===== config.mk =====
export PLATFORM = sky130hd
export DESIGN_NAME = des_output_unit
export DESIGN_NICKNAME = d
export VERILOG_FILES = /design/src/rtl/des_pkg.sv /design/src/rtl/des_final_permutation.sv /design/src/rtl/des_output_unit.sv
export SDC_FILE = /design/constraint.sdc
export NUM_CORES = 1
export LEC_CHECK = 0
export BUFFER_PORTS_ARGS = -buffer_cell sky130_fd_sc_hd__buf_4
export CAP_MARGIN = 20
export CORE_MARGIN = 2
export CORE_UTILIZATION = 40
export CTS_CLUSTER_DIAMETER = 100
export DETAILED_ROUTE_END_ITERATION = 8
export SYNTH_ARGS = -nofsm -noshare
export SYNTH_HDL_FRONTEND = slang
export SYNTH_SLANG_ARGS = --single-unit

===== constraint.sdc =====
create_clock -name clk -period 9.46 [get_ports clk]
set_input_delay 1.892 -clock clk [delete_from_list [all_inputs] [get_ports clk]]
set_output_delay 1.892 -clock clk [all_outputs]
set_load 0.02 [all_outputs]

===== src/rtl/des_pkg.sv =====
// Shared DES definitions: datapath widths, FP/IP index tables, serializer states.
package des_pkg;

  localparam int unsigned DES_BLOCK_W = 64;
  localparam int unsigned DES_WORD_W  = 32;

  // Final permutation: ct[i] = pre[FP_TAB[i]], 0-based, bit 0 = MSB.
  localparam int unsigned FP_TAB [DES_BLOCK_W] = '{
    39,  7, 47, 15, 55, 23, 63, 31,
    38,  6, 46, 14, 54, 22, 62, 30,
    37,  5, 45, 13, 53, 21, 61, 29,
    36,  4, 44, 12, 52, 20, 60, 28,
    35,  3, 43, 11, 51, 19, 59, 27,
    34,  2, 42, 10, 50, 18, 58, 26,
    33,  1, 41,  9, 49, 17, 57, 25,
    32,  0, 40,  8, 48, 16, 56, 24
  };

  // Initial permutation (inverse of FP): y[i] = x[IP_TAB[i]].
  localparam int unsigned IP_TAB [DES_BLOCK_W] = '{
    57, 49, 41, 33, 25, 17,  9,  1,
    59, 51, 43, 35, 27, 19, 11,  3,
    61, 53, 45, 37, 29, 21, 13,  5,
    63, 55, 47, 39, 31, 23, 15,  7,
    56, 48, 40, 32, 24, 16,  8,  0,
    58, 50, 42, 34, 26, 18, 10,  2,
    60, 52, 44, 36, 28, 20, 12,  4,
    62, 54, 46, 38, 30, 22, 14,  6
  };

  typedef enum logic [1:0] {
    S_IDLE = 2'd0,
    S_W0   = 2'd1,
    S_W1   = 2'd2
  } ser_state_t;

endpackage


===== src/rtl/des_final_permutation.sv =====
// DES final permutation FP: pure wiring from the package table (shared with decrypt path).
module des_final_permutation
  import des_pkg::*;
(
  input  logic [0:DES_BLOCK_W-1] pre,
  output logic [0:DES_BLOCK_W-1] ct
);

  // One wire per output bit, routed from the FP table.
  for (genvar i = 0; i < DES_BLOCK_W; i++) begin : g_fp
    assign ct[i] = pre[FP_TAB[i]];
  end

endmodule


===== src/rtl/des_output_unit.sv =====
// DES output stage: half swap + FP, block FIFO, two-word serializer.
// Optional FP self-check (IP(ct) == pre) built when DES_FP_SELFCHK_EN is defined.
module des_output_unit
  import des_pkg::*;
#(
  parameter int unsigned DEPTH     = 2,
  parameter bit          LSW_FIRST = 1'b0
) (
  input  logic                    clk,
  input  logic                    n_rst,
  input  logic                    in_valid,
  output logic                    in_ready,
  input  logic [0:DES_BLOCK_W-1]  in_block,
  output logic                    out_valid,
  input  logic                    out_ready,
  output logic [0:DES_WORD_W-1]   out_word,
  output logic                    out_last,
  output logic                    busy,
  output logic                    chk_err
);

  localparam int unsigned PTR_W = $clog2(DEPTH);
  localparam int unsigned CNT_W = PTR_W + 1;

  logic [0:DES_BLOCK_W-1] pre;
  logic [0:DES_BLOCK_W-1] ct;
  logic [0:DES_BLOCK_W-1] mem [DEPTH];
  logic [0:DES_BLOCK_W-1] rd_data;
  logic [0:DES_WORD_W-1]  rd_first_c;
  logic [0:DES_WORD_W-1]  rd_second_c;
  logic [PTR_W-1:0]       wr_ptr;
  logic [PTR_W-1:0]       rd_ptr;
  logic [CNT_W-1:0]       count;
  logic [CNT_W-1:0]       count_nxt;
  logic                   push_c;
  logic                   pop_c;
  logic                   fifo_ne_c;

  ser_state_t             state;
  ser_state_t             state_nxt;
  logic [0:DES_WORD_W-1]  word1;
  logic [0:DES_WORD_W-1]  word1_nxt;
  logic [0:DES_WORD_W-1]  out_word_nxt;
  logic                   out_valid_nxt;
  logic                   out_last_nxt;

  // Round-16 output is {L16, R16}; FP operates on the swapped {R16, L16}.
  assign pre = {in_block[DES_WORD_W:DES_BLOCK_W-1], in_block[0:DES_WORD_W-1]};

  des_final_permutation u_fp (
    .pre (pre),
    .ct  (ct)
  );

  assign push_c    = in_valid && in_ready;
  assign fifo_ne_c = (count != '0);
  assign rd_data   = mem[rd_ptr];

  // Word order of the block at the FIFO head.
  assign rd_first_c  = LSW_FIRST ? rd_data[DES_WORD_W:DES_BLOCK_W-1] : rd_data[0:DES_WORD_W-1];
  assign rd_second_c = LSW_FIRST ? rd_data[0:DES_WORD_W-1] : rd_data[DES_WORD_W:DES_BLOCK_W-1];

  // FIFO storage; contents need no reset since occupancy lives in count.
  always_ff @(posedge clk) begin
    if (push_c) begin
      mem[wr_ptr] <= ct;
    end
  end

  // Occupancy for simultaneous push/pop.
  always_comb begin
    count_nxt = count;
    if (push_c && !pop_c) begin
      count_nxt = count + CNT_W'(1);
    end else if (!push_c && pop_c) begin
      count_nxt = count - CNT_W'(1);
    end
  end

  // FIFO pointers, count and registered in_ready.
  always_ff @(posedge clk or negedge n_rst) begin
    if (!n_rst) begin
      wr_ptr   <= '0;
      rd_ptr   <= '0;
      count    <= '0;
      in_ready <= 1'b1;
    end else begin
      if (push_c) begin
        wr_ptr <= wr_ptr + PTR_W'(1);
      end
      if (pop_c) begin
        rd_ptr <= rd_ptr + PTR_W'(1);
      end
      count    <= count_nxt;
      in_ready <= (count_nxt < CNT_W'(DEPTH));
    end
  end

  // Serializer next state, FIFO pop and next output values.
  always_comb begin
    state_nxt     = state;
    pop_c         = 1'b0;
    word1_nxt     = word1;
    out_valid_nxt = out_valid;
    out_word_nxt  = out_word;
    out_last_nxt  = out_last;
    unique case (state)
      S_IDLE: begin
        if (fifo_ne_c) begin
          pop_c         = 1'b1;
          state_nxt     = S_W0;
          out_valid_nxt = 1'b1;
          out_word_nxt  = rd_first_c;
          out_last_nxt  = 1'b0;
          word1_nxt     = rd_second_c;
        end
      end
      S_W0: begin
        if (out_ready) begin
          state_nxt    = S_W1;
          out_word_nxt = word1;
          out_last_nxt = 1'b1;
        end
      end
      S_W1: begin
        if (out_ready) begin
          if (fifo_ne_c) begin
            pop_c         = 1'b1;
            state_nxt     = S_W0;
            out_valid_nxt = 1'b1;
            out_word_nxt  = rd_first_c;
            out_last_nxt  = 1'b0;
            word1_nxt     = rd_second_c;
          end else begin
            state_nxt     = S_IDLE;
            out_valid_nxt = 1'b0;
            out_last_nxt  = 1'b0;
          end
        end
      end
      default: begin
        state_nxt     = S_IDLE;
        out_valid_nxt = 1'b0;
        out_last_nxt  = 1'b0;
      end
    endcase
  end

  // Serializer state and registered output stream.
  always_ff @(posedge clk or negedge n_rst) begin
    if (!n_rst) begin
      state     <= S_IDLE;
      word1     <= '0;
      out_valid <= 1'b0;
      out_word  <= '0;
      out_last  <= 1'b0;
      busy      <= 1'b0;
    end else begin
      state     <= state_nxt;
      word1     <= word1_nxt;
      out_valid <= out_valid_nxt;
      out_word  <= out_word_nxt;
      out_last  <= out_last_nxt;
      busy      <= (count_nxt != '0) || (state_nxt != S_IDLE);
    end
  end

`ifdef DES_FP_SELFCHK_EN
  logic [0:DES_BLOCK_W-1] ip_c;

  // IP undoes FP, so IP(ct) must reproduce the swapped input.
  for (genvar i = 0; i < DES_BLOCK_W; i++) begin : g_ip
    assign ip_c[i] = ct[IP_TAB[i]];
  end

  // Sticky error flag, cleared only by reset.
  always_ff @(posedge clk or negedge n_rst) begin
    if (!n_rst) begin
      chk_err <= 1'b0;
    end else if (push_c && (ip_c != pre)) begin
      chk_err <= 1'b1;
    end
  end
`else
  assign chk_err = 1'b0;
`endif

endmodule


==> flow_metrics.tcl <==
set metrics [dict create \
    status "complete, no violations" \
    dieHeight_um 142 \
    cts-resized-gates 0 \
    clk_latency_ns 0.49 \
    portBuffers 103 \
    diodes 0 \
    p_per_area_mw_per_mm2 344 \
    fin_crit_sh 0.366 \
    fill_cells 1632 \
    synth_warnings 0 \
    antenna_found_initial 0 \
    num_vias 4277 \
    relSlewSlack 0.341 \
    grt_pass1_vias 4460 \
    critical_path_class "primary input to flop" \
    hp-class "flop to flop" \
    synth_nets 596 \
    reg2reg_slack_ns 6.93 \
    crit_arrival_ns 3.59 \
    drive_gt1_frac 0.232 \
    worstPathRequired_ns 9.58 \
    crit_chain "buf_4 > nand2_1 > nor2_4 > buf_4" \
    end_kind "flop" \
    final_cell_mix "128 x edfxtp_1, 106 x buf_4, 72 x dfrtp_1, 66 x nand2_1, 66 x mux2i_1" \
    area_growth_pct 22.7 \
    cts_setup_buffers 0 \
    start_kind "primary input" \
    synth.avg_cell_area_um2 14.4 \
    ys_ff_latch 202 \
    rows 50 \
    crit_path_frequent_cell "buf_4" \
    initial_utilization 0.406 \
    grt_setup_unrepaired "false" \
    wl_met1_um 6380 \
    syn_area_mm2 0.00760 \
    fin_area_mm2 0.00933 \
    clockBufferDepth 3 \
    wire_per_inst_um 16.6 \
    layout.nets 700 \
    grt_max_degree 75 \
    ctsHtreeMaxLevel 1 \
    cts_root_buf "clkbuf_16" \
    cts_hold_buf 0 \
    io_pins 105 \
    fin_worst_skew_ns 0.00976 \
    finalSetupViolCount 0 \
    timing.setup.tns_ns 0 \
    cts.clk_slew.worst_paths_ns 0.06 \
    place_congestion 0.690 \
    tightestPinTransition_ns 0.985 \
    placed_area_mm2 0.00860 \
    min_period_ns 3.47 \
    drc 0 \
    dp_hpwl_um 8850 \
    cts.sinks 202 \
    final-seq-area_mm2 0.00570 \
    cts_buffers 22 \
    globalRouteOverflowTotal 0 \
    ant_nets 0 \
    final_common_cell "edfxtp_1" \
    drtIter0Drc 216 \
    critPathMaxFanout 35 \
    ys_seq_area_frac 0.750 \
    first_pass_iters 4 \
    cts_tree "done" \
    die_x_um 142 \
    drv_slew 0 \
    track_usage 0.145 \
    ir_worst_vdd_v 0.000236 \
    routed_wirelength_um 14600 \
    worst_path_largest_cell_delay_ns 0.82 \
    p_leak_nw 3.80 \
    fin_util 0.499 \
    multi_input_area_mm2 0.00177 \
    highest_layer "met4" \
    final-hold-violation-count 0 \
    core_mm2 0.0187 \
    fmax_mhz 289 \
    grt_pass1_wl_um 23000 \
    viasPerCell 4.86 \
    crit_slowest_cell "nor2_4" \
    dieArea_mm2 0.0201 \
    ys_types 36 \
    synthCells 526 \
    drv_cap 0 \
    met3_length_um 651 \
    dr_wl_met2_um 7370 \
]
## per-layer routing
metal  up-vias  track usage
li1       2106            -
met1      2070        0.185
met2        81        0.255
met3        20       0.0260
met4         0       0.0416
met5         -            0
## metrics by stage
stage	power (mW)	worst slack, ns	std cells	hold slack, ns
3_3_place_gp	2.37	5.48	838	0.462
5_1_grt	3.40	5.81	880	0.507
2_1_floorplan	2.07	4.20	526	0.450
3_5_place_dp	2.41	5.42	839	0.471
6_report	3.20	5.99	880	0.476
4_1_cts	3.24	5.94	879	0.485
## Yosys cell counts
cell type	instances	area share
edfxtp_1	128	0.51
dfrtp_1	73	0.24
nand2_1	67	0.033
mux2i_1	66	0.087
o21ai_0	60	0.040
nor2_1	36	0.018
a21oi_1	33	0.022
buf_2	16	0.011
clkbuf_1	6	0.0030
o21ai_1	5	0.0033
inv_1	4	0.0020
xnor2_1	4	0.0046
buf_1	2	0.00099
clkbuf_2	2	0.0013
ha_1	2	0.0033
o22ai_1	2	0.0016
a22oi_2	1	0.0016
a2bb2oi_1	1	0.0012
and3_1	1	0.00082
and4bb_1	1	0.0016
buf_4	1	0.00099
buf_6	1	0.0015
conb_1	1	0.00049
dfstp_2	1	0.0035
mux2_2	1	0.0015
mux2_4	1	0.0020
nand2b_1	1	0.00082
nand3_1	1	0.00066
nor2_2	1	0.00082
nor2b_1	1	0.00082
nor3_1	1	0.00066
o2111ai_1	1	0.0012
o21a_1	1	0.00099
o31ai_1	1	0.00099
o32ai_1	1	0.0012
or2b_1	1	0.00099
## final cells by class
type / instances / area share
Clock buffer: 31 / 0.0681
Tap cell: 234 / 0.0314
Multi-Input combinational cell: 292 / 0.190
Inverter: 4 / 0.00161
Clock inverter: 9 / 0.00738
Timing Repair Buffer: 108 / 0.0904
Sequential cell: 202 / 0.611
## logic make-up (layout without fill, tap and decap cells)
family	Yosys count	in the layout	synth area share
buffers and inverters	32	152	0.0203
muxes	68	68	0.0904
AOI/OAI and AO/OA	106	106	0.0733
xor gates and xnor gates	4	4	0.00461
DFF	202	202	0.750
and+or+nand+nor	111	111	0.0581
other	1	1	0.000493
adders and majority gates	2	2	0.00329
## report_power, final
part	internal [mW]	switching (mW)
registers	1.22	0.159
logic	0.403	0.601
clock network	0.494	0.323
## critical path, delay by kind of cell
family,cells,cell delay (ns)
buffers and inverters,2,0.65
and+or+nand+nor,2,1.03
## path summary, 6_finish.rpt
kind / from / to / cells after the start
worst max-delay path: in_valid / mem[0][23] / 4
worst min-delay path: word1[27] / word1[27] / 2
worst max register to register: in_ready / mem[0][23] / 3
worst min register to register: word1[27] / word1[27] / 2
max in group asynchronous: n_rst / rd_ptr / 1
min in group asynchronous: n_rst / out_word[1] / 1
## flip-flops by register name (all words and copies together), names as in the netlist
register / count
mem: 128
out_word: 32
word1: 32
count: 2
state: 2
busy: 1
in_ready: 1
out_last: 1
out_valid: 1
rd_ptr: 1
wr_ptr: 1
Note: power is estimated with default switching activity, not from simulation.
